<file path="src/rtl/truth_table_sweeper_if.sv">
// ---------------------------------------------------------------------------
// truth_table_sweeper_if
//   Groups the sweep handshake and the truth-table result bus shared between
//   the truth_table_sweeper and whatever requests sweeps and reads results.
//
//   Signals:
//     start     request a sweep
//     f_in      expression output for the vector currently on vec
//     vec       input vector driven to the expression block
//     busy      sweep in progress
//     done      sweep complete, results valid
//     minterms  bit i = sampled f_in for vec == i
//     ones      number of set bits in minterms
//   With SWEEP_COMPARE_EN defined, additionally:
//     expected  reference truth table, stable for the whole sweep
//     mismatch  sticky flag, set on any row where f_in != expected[vec]
//     first_bad vec of the first mismatching row (0 if none)
//
//   Modports: slave = the sweeper, master = the host/expression side.
// ---------------------------------------------------------------------------
interface truth_table_sweeper_if #(
    parameter int N_VARS = 4
);
    logic                       start;
    logic                       f_in;
    logic [N_VARS-1:0]          vec;
    logic                       busy;
    logic                       done;
    logic [(1 << N_VARS)-1:0]   minterms;
    logic [N_VARS:0]            ones;
`ifdef SWEEP_COMPARE_EN
    logic [(1 << N_VARS)-1:0]   expected;
    logic                       mismatch;
    logic [N_VARS-1:0]          first_bad;

    modport slave  (input  start, f_in, expected,
                    output vec, busy, done, minterms, ones, mismatch, first_bad);
    modport master (output start, f_in, expected,
                    input  vec, busy, done, minterms, ones, mismatch, first_bad);
`else
    modport slave  (input  start, f_in,
                    output vec, busy, done, minterms, ones);
    modport master (output start, f_in,
                    input  vec, busy, done, minterms, ones);
`endif
endinterface

</file>
<file path="src/rtl/truth_table_sweeper.sv">
// ---------------------------------------------------------------------------
// truth_table_sweeper
//   Walks an N_VARS-bit vector through 0 .. 2^N_VARS-1, holds each value for
//   SETTLE cycles, samples the expression output on the last held cycle and
//   assembles the truth table as a minterm mask plus a count of true rows.
//
//   Parameters:
//     N_VARS  number of expression inputs (1..4); vec[N_VARS-1] is the MSB
//     SETTLE  cycles each vector is held before sampling (1..15)
//
//   Ports:
//     clk    single clock, all state updates on the rising edge
//     rst_n  synchronous active-low reset
//     bus    truth_table_sweeper_if.slave (start, f_in, vec, busy, done,
//            minterms, ones; plus expected/mismatch/first_bad when the
//            compare option is built)
//
//   Build option:
//     SWEEP_COMPARE_EN  adds a comparison of every sampled row against
//                       bus.expected, reported via mismatch / first_bad.
// ---------------------------------------------------------------------------
module truth_table_sweeper #(
    parameter int N_VARS = 4,
    parameter int SETTLE = 1
) (
    input  logic                 clk,
    input  logic                 rst_n,
    truth_table_sweeper_if.slave bus
);
    localparam int                ROWS     = 1 << N_VARS;
    localparam logic [3:0]        RELOAD   = 4'(SETTLE - 1);
    localparam logic [N_VARS-1:0] LAST_VEC = {N_VARS{1'b1}};

    typedef enum logic [1:0] {IDLE, HOLD, DONE} state_t;

    state_t              state_q, state_d;
    logic [N_VARS-1:0]   vec_q, vec_d;
    logic [3:0]          cnt_q, cnt_d;
    logic [ROWS-1:0]     minterms_q, minterms_d;
    logic [N_VARS:0]     ones_q, ones_d;
`ifdef SWEEP_COMPARE_EN
    logic                mismatch_q, mismatch_d;
    logic [N_VARS-1:0]   first_bad_q, first_bad_d;
`endif

    // NOTE: reset is sampled on the clock edge only (synchronous), so it
    // lives inside the clocked branch rather than in the sensitivity list.
    // NOTE: all registered state uses non-blocking assignments so every
    // register sees the pre-edge values of the others.
    always_ff @(posedge clk) begin
        if (!rst_n) begin
            state_q     <= IDLE;
            vec_q       <= '0;
            cnt_q       <= '0;
            minterms_q  <= '0;
            ones_q      <= '0;
`ifdef SWEEP_COMPARE_EN
            mismatch_q  <= 1'b0;
            first_bad_q <= '0;
`endif
        end else begin
            state_q     <= state_d;
            vec_q       <= vec_d;
            cnt_q       <= cnt_d;
            minterms_q  <= minterms_d;
            ones_q      <= ones_d;
`ifdef SWEEP_COMPARE_EN
            mismatch_q  <= mismatch_d;
            first_bad_q <= first_bad_d;
`endif
        end
    end

    always_comb begin
        // NOTE: every variable gets its hold value first so no path through
        // the case statement can leave one unassigned and infer a latch.
        state_d     = state_q;
        vec_d       = vec_q;
        cnt_d       = cnt_q;
        minterms_d  = minterms_q;
        ones_d      = ones_q;
`ifdef SWEEP_COMPARE_EN
        mismatch_d  = mismatch_q;
        first_bad_d = first_bad_q;
`endif
        unique case (state_q)
            IDLE, DONE: begin
                if (bus.start) begin
                    state_d     = HOLD;
                    vec_d       = '0;
                    cnt_d       = RELOAD;
                    minterms_d  = '0;
                    ones_d      = '0;
`ifdef SWEEP_COMPARE_EN
                    mismatch_d  = 1'b0;
                    first_bad_d = '0;
`endif
                end
            end
            HOLD: begin
                if (cnt_q != 4'd0) begin
                    cnt_d = cnt_q - 4'd1;
                end else begin
                    // Last settle cycle for this vector: capture the row.
                    minterms_d[vec_q] = bus.f_in;
                    ones_d            = ones_q + (N_VARS + 1)'(bus.f_in);
`ifdef SWEEP_COMPARE_EN
                    if (bus.f_in != bus.expected[vec_q]) begin
                        mismatch_d = 1'b1;
                        if (!mismatch_q) first_bad_d = vec_q;
                    end
`endif
                    // Terminal test comes before the increment, so vec never
                    // wraps and keeps the last row value in DONE.
                    if (vec_q == LAST_VEC) begin
                        state_d = DONE;
                    end else begin
                        vec_d = vec_q + N_VARS'(1);
                        cnt_d = RELOAD;
                    end
                end
            end
            default: state_d = IDLE;
        endcase
    end

    assign bus.vec      = vec_q;
    assign bus.busy     = (state_q == HOLD);
    assign bus.done     = (state_q == DONE);
    assign bus.minterms = minterms_q;
    assign bus.ones     = ones_q;
`ifdef SWEEP_COMPARE_EN
    assign bus.mismatch  = mismatch_q;
    assign bus.first_bad = first_bad_q;
`endif

endmodule
</file>
<file path="src/flat_wrapper.sv">
// flat-port wrapper written by rule: the top's interface ports become plain ports
module truth_table_sweeper_flat 
#(
    parameter int N_VARS = 4,
    parameter int SETTLE = 1
)
  (clk, rst_n, bus_start, bus_f_in, bus_vec, bus_busy, bus_done, bus_minterms, bus_ones);
  truth_table_sweeper_if #(.N_VARS(N_VARS)) bus_i ();
  input  logic clk;
  input  logic rst_n;
  input wire logic [$bits(bus_i.start)-1:0] bus_start;
  input wire logic [$bits(bus_i.f_in)-1:0] bus_f_in;
  output wire logic [$bits(bus_i.vec)-1:0] bus_vec;
  output wire logic [$bits(bus_i.busy)-1:0] bus_busy;
  output wire logic [$bits(bus_i.done)-1:0] bus_done;
  output wire logic [$bits(bus_i.minterms)-1:0] bus_minterms;
  output wire logic [$bits(bus_i.ones)-1:0] bus_ones;
  assign bus_i.start = bus_start;
  assign bus_i.f_in = bus_f_in;
  assign bus_vec = bus_i.vec;
  assign bus_busy = bus_i.busy;
  assign bus_done = bus_i.done;
  assign bus_minterms = bus_i.minterms;
  assign bus_ones = bus_i.ones;
  truth_table_sweeper #(.N_VARS(N_VARS), .SETTLE(SETTLE)) u_core (.clk(clk), .rst_n(rst_n), .bus(bus_i));
endmodule
</file>
<file path="config.mk">
export PLATFORM = sky130hd
export DESIGN_NAME = truth_table_sweeper_flat
export DESIGN_NICKNAME = d
export VERILOG_FILES = /design/src/rtl/truth_table_sweeper_if.sv /design/src/rtl/truth_table_sweeper.sv /design/src/flat_wrapper.sv
export SDC_FILE = /design/constraint.sdc
export NUM_CORES = 1
export LEC_CHECK = 0
export BUFFER_PORTS_ARGS = -buffer_cell sky130_fd_sc_hd__buf_4
export CAP_MARGIN = 15
export CORE_MARGIN = 1.5
export CORE_UTILIZATION = 48
export CTS_CLUSTER_SIZE = 10
export DETAILED_ROUTE_END_ITERATION = 10
export GPL_ROUTABILITY_DRIVEN = 0
export PLACE_DENSITY = 0.78
export SKIP_CTS_REPAIR_TIMING = 1
export SLEW_MARGIN = 20
export SYNTH_ARGS = -nofsm -noshare
export SYNTH_HDL_FRONTEND = slang
export SYNTH_SLANG_ARGS = --single-unit
</file>
<file path="constraint.sdc">
create_clock -name clk -period 1.75 [get_ports clk]
set_clock_uncertainty 0.15 [all_clocks]
set_input_delay 0.0875 -clock clk [delete_from_list [all_inputs] [get_ports clk]]
set_output_delay 0.0875 -clock clk [all_outputs]
set_load 0.01 [all_outputs]
</file>
### After elaboration in Yosys (flattened, before gate mapping)

Cells that the tools add are included.

| cells by class | value |
|---|---|
| add/subtract/negate cells | 3 |
| $mul | 0 |
| divide/modulo/power cells | 0 |
| magnitude comparators | 2 |
| equality and inequality tests | 8 |
| shift-type cells | 0 |
| multiplexer cells | 20 |
| bitwise operators | 0 |
| reduce and logical (&&, ||, !) cells | 9 |

Operator list:

| operator | number |
|---|---|
| 2-to-1 mux 16 bit | 2 |
| one-hot mux 16 bit (2 select lines) | 1 |
| 2-to-1 mux 4 bit | 5 |
| bitwise mux 16 bit | 1 |
| one-hot mux 4 bit (2 select lines) | 2 |
| 2-to-1 mux 5 bit | 2 |
| one-hot mux 5 bit (2 select lines) | 1 |
| AND reduction 3 bit | 3 |
| 2-to-1 mux 2 bit | 3 |
| != test 2 bit, second input constant | 3 |
| adder 5 x 1 -> 5 bit | 1 |
| < comparator 4 x 5 -> 1 bit, second input constant | 1 |
| adder 4 x 1 -> 4 bit, second input constant | 1 |
| demux 1 bit (select 4 bit) | 1 |
| equality test 4 bit, second input constant | 1 |
| >= comparator 4 x 1 -> 1 bit, second input constant | 1 |
| one-hot mux 2 bit (2 select lines) | 1 |
| AND reduction 4 bit | 1 |
| nonzero test 4 bit | 1 |
| subtractor 4 x 1 -> 4 bit, second input constant | 1 |
| != test 3 x 2 -> 1 bit, second input constant | 1 |
| equality test 2 x 1 -> 1 bit, second input constant | 1 |
| equality test 2 bit, second input constant | 1 |
| zero test 2 bit | 1 |
| other kinds (5) | 5 |

| storage, ports and cells | value |
|---|---|
| flip-flop bits (word level) | 31 |
| latch bits | 0 |
| memory bits (writable) | 0 |
| ROM bits | 0 |
| input bits | 4 |
| output and inout bits | 27 |
| word-level logic and storage cells | 47 |
| memories | 0 |

### Longest topological paths before layout

Gate-level depths: netlist of the first run.

| depth | value |
|---|---|
| depth after elaboration | 7 |
| gate-level depth with buffers | 8 |
| gate-level depth less buffers | 6 |

### Worst setup path before layout of the first run

No wires, ideal clock.

| path | value |
|---|---|
| path type | register to register |
| start | reg u_core.cnt_q[0] |
| end | reg u_core.minterms_q[5], in the netlist u_core.bus.minterms[5] |
| library setup time | 0.132 ns |
| data arrival time | 1.575 ns |
| data required time | 1.468 ns |
| slack | -0.107 ns |
| stages on the path, launching flop included | 9 |
| path buffers | 2 |
| period minus slack after synthesis | 1.857 ns |
| path through | dfxtp_1 -> inv_1 -> ha_1 -> or3b_1 -> buf_2 -> o21ai_4 -> buf_6 -> nand3_1 -> mux2i_1 |

| between the ends | value |
|---|---|
| word-level cells in the longest chain between the ends | 3 |

RTL lines:

| item | line | text |
|---|---|---|
| start: declaration | truth_table_sweeper.sv:38 | `logic [3:0] cnt_q, cnt_d;` |
| start signal: assignment | truth_table_sweeper.sv:64 | `cnt_q <= cnt_d;` |
| nonzero test 4 bit | truth_table_sweeper.sv:101 | `if (cnt_q != 4'd0) begin` |
| != test 2 bit (no source line) | -- |  |
| AND reduction 3 bit (no source line) | -- |  |
| end signal: assignment | truth_table_sweeper.sv:65 | `minterms_q <= minterms_d;` |
| end: declaration | truth_table_sweeper.sv:39 | `logic [ROWS-1:0] minterms_q, minterms_d;` |

Every way passes these cells.
A chain may end at the register's enable or synchronous reset.

### Worst setup path in the final report of the first run

| path | value |
|---|---|
| start | reg u_core.cnt_q[1] |
| end | reg u_core.minterms_q[12], in the netlist u_core.bus.minterms[12] |

Same word-level chain as after synthesis.

==> impl_metrics.yaml, run 1 <==
synthesis:
  synth_fp_nets: 185
  syn_area_per_cell_um2: 8.802
  synthDominantCellAreaShare_pct: 40.76
  synth_edf_count: 0
  ys.flop_type: "dfxtp_1"
  syn_inst: 173
  synth_area_leaders: "dfxtp_1, mux2i_1, ha_1"
  ys_seq_area_share_pct: 40.76
  synthArstFlopShare_pct: 0
  synth_seq_cells: 31
  synth.distinct_cells: 35
  synth_most_common_cell: "dfxtp_1"
  yosys_warnings: 0
  yosys-top-cells-count: "dfxtp_1, nand2_1, nand3_1"
  synth_area_um2: 1523
  synth_area_leader_cell: "dfxtp_1"
job:
  cap_violations: 0
floorplanning:
  fp.dieH_um: 59.33
  dieWidth_um: 59.33
  core_um2: 3028
  io_pins: 31
  die-area_um2: 3519
  num_rows: 20
  start_util_pct: 50.29
sta:
  hold_violations: 0
  period_share_pct: 104.3
  finalSetupViolations: 17
  fmax_ghz: 0.5480
  hold_slack_ns: 0.04149
  tns_ns: -0.5985
  finalMaxSlewViolations: 0
  slew_headroom_pct: 78.20
  worstMarginPinSlew_ns: 0.3266
  final.min_clock_period_ns: 1.825
  grt_setup_unrepaired: "true"
  fin_ws_ns: -0.07476
finish:
  fin_nets: 233
  fill_cells: 239
  stdcell_count: 265
  synthToLayoutAreaGrowth_pct: 35.09
  drive_above_1_share_pct: 33.48
  antenna_cells: 0
  finish.utilization_pct: 67.93
  stdcell_area_um2: 2057
placed_design:
  placed_cell_area_um2: 1943
  dp_hpwl_mm: 2.783
  placedCellCount: 254
  place_ws_ns: -0.1624
  io_buffers: 30
routing:
  drtIter0Drc: 61
  drtPass1Iterations: 4
  vias: 1397
  antenna_left: 0
  viasPerCell: 5.272
  drc_errors: 0
  wl_per_cell_um: 14.05
  drt_wl_total_mm: 3.722
power_and_ir_drop:
  powerDensity_nw_per_um2: 669.5
  power_leakage_nw: 0.9245
  ir_worst_vdd_mv: 0.3861
  power_mw: 1.377
worst_setup_path:
  startpoint_type: "register"
  arrival_ns: 1.91
  endpoint: "u_core.bus.minterms[12]"
  crit_start: "u_core.cnt_q[1]"
  critical_path_class: "register to register"
  reg2reg_slack_ns: -0.07
  r2r_end: "u_core.bus.minterms[12]"
  r2r_cells: 7
  cp.required_ns: 1.83
  r2r_start: "u_core.cnt_q[1]"
  endpoint_kind: "register"
  path_max_fanout: 6
grt:
  antenna_found_initial: 0
  grt_pass1_vias: 1310
  grt_max_degree: 17
  track_usage_pct: 23.23
  grt_pass1_wl_mm: 6.092
  grt.overflow.total: 0
cts:
  clk_pin_slew_worst_paths_ns: 0.09
  cts_sinks: 31
  clock_path_buffers: 2
  htree_levels: 2
  numCtsBuffers: 5
  cts-root-buf: "clkbuf_4"
  insertion_delay_ns: 0.34
  cts_tree: "built"
min_path:
  holdCritPathClass: "input pin to register"
outcome:
  violations: "setup timing"
  status: "complete, but fails checks"
[worst min-delay path by stage]
stage / from / to / slack [ns] / depth (start not counted)
CTS: bus_start / u_core.state_q[1] / -0.09 / 3
global placement: bus_start / u_core.state_q[1] / 0.26 / 3
global route: bus_f_in / u_core.bus.minterms[13] / 0.05 / 4
finish: bus_f_in / u_core.bus.ones[0] / 0.04 / 4
floorplan: bus_start / u_core.state_q[1] / 0.16 / 2
detailed placement: bus_start / u_core.state_q[1] / 0.27 / 3
[flip-flops by register name (all words and copies together), names as in the netlist]
| name | flops |
|---|---|
| u_core.bus.minterms | 16 |
| u_core.bus.ones | 5 |
| u_core.bus.vec | 4 |
| u_core.cnt_q | 4 |
| u_core.state_q | 2 |
[cells in the final DEF, fill, tap and decap left out, types with 2 or more instances in the layout]
master | Yosys | final
inv_1 | 7 | 5
dfxtp_2 | 0 | 3
nand3_2 | 0 | 7
o22ai_1 | 4 | 4
dfxtp_1 | 31 | 28
nand3_1 | 18 | 11
buf_4 | 0 | 47
mux2i_1 | 13 | 13
nor3_1 | 7 | 6
ha_1 | 8 | 7
nor2b_1 | 3 | 3
nor2_1 | 6 | 5
and2b_1 | 2 | 2
nand2_1 | 26 | 26
xnor2_1 | 3 | 3
nand4b_1 | 3 | 3
o21a_1 | 4 | 4
a21boi_0 | 2 | 2
a32o_1 | 3 | 3
inv_2 | 0 | 2
dlygate4sd3_1 | 0 | 2
nand2b_1 | 3 | 3
o21ai_0 | 4 | 2
nor3b_1 | 2 | 2
o32ai_1 | 2 | 2
clkbuf_4 | 0 | 5
and3_1 | 2 | 2
[power by group]
part	leakage [nW]	internal (mW)	switching [mW]
Combinational	0.639	0.0977	0.123
Sequential	0.252	0.716	0.0109
Clock	0.0341	0.186	0.244
[per-layer routing]
metal | GRT usage [%] | share of wire [%]
met4 | 11.69 | 1.6
met1 | 30.52 | 47
met5 | 0 | 0
met2 | 34.69 | 47
met3 | 6.550 | 4.6
[cells by family (layout without fill, tap and decap cells)]
| logic type | after synthesis | in the layout | synth area share, % |
|---|---|---|---|
| AO/OA/AOI/OAI | 24 | 24 | 11.91 |
| XOR/XNOR | 4 | 4 | 2.301 |
| buffers and inverters | 17 | 65 | 5.012 |
| adder cells (fa/ha/maj) | 8 | 8 | 6.574 |
| multiplexers | 13 | 13 | 8.545 |
| AND/OR/NAND/NOR | 76 | 76 | 24.90 |
| flip-flops | 31 | 31 | 40.76 |
[critical path, cell delays in order, from the launching register on]
cell and delay (ns):
dfxtp_2 0.33, inv_2 0.07, ha_4 0.13, or3b_4 0.41
o21ai_4 0.20, buf_4 0.17, nand4_1 0.12, mux2i_1 0.15
[layout make-up]
| cell class | instances | area, um2 | share of cell area, % |
|---|---|---|---|
| Multi-Input combinational cell | 125 | 887.1 | 43.13 |
| Sequential cell | 31 | 624.3 | 30.35 |
| Timing Repair Buffer | 51 | 407.9 | 19.83 |
| Tap cell | 44 | 55.05 | 2.676 |
| Clock buffer | 6 | 51.30 | 2.494 |
| Inverter | 7 | 26.28 | 1.277 |
| Clock inverter | 1 | 5.005 | 0.2433 |
Note: power is estimated with default switching activity, not from simulation.
==> inputs of run 2 (changes only) <==
- CELL_PAD_IN_SITES_DETAIL_PLACEMENT: not set -> 0
- CELL_PAD_IN_SITES_GLOBAL_PLACEMENT: not set -> 1
- CORE_UTILIZATION: 48 -> 36
==> run 2 against run 1 <==
  * The flow still finishes with violations (setup timing)
  * Combinational power is 6% higher
  * Highest routed layer unchanged
  * Utilization is 14 points lower
  * First-iteration DRC count is 23% lower
  * Setup slack better by 0.035 ns
  * Critical path type unchanged
  * Clock-buffer cell count stayed put
  * Clock power is 70% higher
  * Via count is 0.86% higher
  * Design area is 4.9% higher
  * Cell count is 3.0% higher
  * Worst hold slack better by 0.026 ns
  * Critical path depth stayed put
==> impl_metrics.yaml, run 2 (same netlist as run 1, synthesis figures left out) <==
sta:
  period_share_pct: 102.3
  finalMaxSlewViolations: 0
  slew_headroom_pct: 77.87
  grt_setup_unrepaired: "true"
  final.min_clock_period_ns: 1.790
  fmax_ghz: 0.5587
  hold_violations: 0
  worstMarginPinSlew_ns: 0.3316
  fin_ws_ns: -0.03991
  finalSetupViolations: 15
job:
  cap_violations: 0
finish:
  synthToLayoutAreaGrowth_pct: 41.74
  fin_nets: 234
  stdcell_count: 273
  drive_above_1_share_pct: 34.53
  antenna_cells: 0
  final_cell_mix: "buf_4, dfxtp_1, nand2_1, mux2i_1"
  largest_reg_flops: 16
  layout_commonest_cell: "buf_4"
  fill_cells: 374
worst_setup_path:
  slowest_stage: "or3b_4"
  arrival_ns: 1.81
  cp_cell_sequence: "inv_2, ha_4, or3b_4, o21ai_4, buf_12, nand3_1, mux2i_1"
  cp.required_ns: 1.77
  path_max_fanout: 12
  endpoint_kind: "register"
  startpoint_type: "register"
  cpPeakStageDelay_ns: 0.39
  critical_path_class: "register to register"
outcome:
  violations: "setup timing"
  status: "complete, but fails checks"
placed_design:
  dp_hpwl_mm: 2.923
  io_buffers: 30
  place_ws_ns: -0.1676
  placedCellCount: 263
routing:
  viasPerCell: 5.161
  drt_wl_total_mm: 3.890
  vias: 1409
  drc_errors: 0
  drtIter0Drc: 47
  antenna_left: 0
  wl_per_cell_um: 14.25
  drtPass1Iterations: 4
cts:
  clk_pin_slew_worst_paths_ns: 0.06
  cts_tree: "built"
  htree_levels: 2
  insertion_delay_ns: 0.28
  numCtsBuffers: 5
  clock_path_buffers: 2
  cts_sinks: 31
  cts-root-buf: "clkbuf_8"
grt:
  grt.overflow.total: 0
  grt_use_met2_pct: 30.34
  grt_pass1_vias: 1403
  grt_max_degree: 17
  grt_busiest_layer: "met2"
  gr-usage-met1_pct: 24.34
  grt_pass1_wl_mm: 6.527
  track_usage_pct: 18.92
  antenna_found_initial: 0
  groute.layer.met3.usage_pct: 4.770
min_path:
  holdCritPathClass: "input pin to register"
floorplanning:
  num_rows: 23
  die-area_um2: 4629
  dieWidth_um: 68.04
  io_pins: 31
  start_util_pct: 37.80
  core_um2: 4029
  fp.dieH_um: 68.04
power_and_ir_drop:
  powerDensity_nw_per_um2: 783.8
  ir_worst_vdd_mv: 0.3657
  power_leakage_nw: 0.9634
[run 2: metal layers]
layer  share of wire [%]  up-vias
met5                   0        -
li1                    -      704
met1                  48      666
met2                  47       34
met4                 1.4        0
met3                 4.3        5
[run 2: final cells by class]
cell class              count  area, um2  share of cell area [%]
well taps                  50      62.56                   2.899
flip-flops and latches     31      623.1                   28.87
clock inverters             2      35.03                   1.623
repair buffers             52      420.4                   19.48
multi-input cells         125      908.4                   42.09
clock buffers               6      82.58                   3.826
inverters                   7      26.28                   1.217
[run 2: report_power, final]
group | switching [mW] | total, mW | internal, mW
sequential | 0.0114 | 0.727 | 0.716
clock | 0.271 | 0.731 | 0.460
combinational | 0.126 | 0.233 | 0.107
total | 0.408 | 1.69 | 1.28
[run 2: final timing paths]
kind                           start                       to  slack (ns)  cells after the start
max                  u_core.cnt_q[1]   u_core.bus.minterms[4]       -0.04                      7
min                         bus_f_in       u_core.bus.ones[0]        0.07                      4
max reg2reg          u_core.cnt_q[1]   u_core.bus.minterms[4]       -0.04                      7
min reg2reg  u_core.bus.minterms[11]  u_core.bus.minterms[11]        0.31                      2
[run 2: worst max-delay path: cells and delay by family (launching register included)]
kind | cells | cell delay, ns
multiplexers | 1 | 0.14
AO/OA/AOI/OAI | 1 | 0.21
AND/OR/NAND/NOR | 2 | 0.49
adder cells (fa/ha/maj) | 1 | 0.13
flip-flops | 1 | 0.32
buffers and inverters | 2 | 0.24
[run 2: through the flow]
step	setup TNS [ns]	cell area, um2	util [%]	power [mW]	hold WS [ns]
2_1_floorplan	-1.065	1579	-	0.8665	0.1553
3_3_place_gp	-0.8467	1986	49.29	0.9532	0.2588
3_5_place_dp	-1.785	1986	49.29	0.9594	0.2644
4_1_cts	-2.104	2103	52.21	1.696	-0.03674
5_1_grt	-1.962	2158	53.57	1.764	0.07826
6_report	-0.2547	2158	53.57	1.692	0.06791
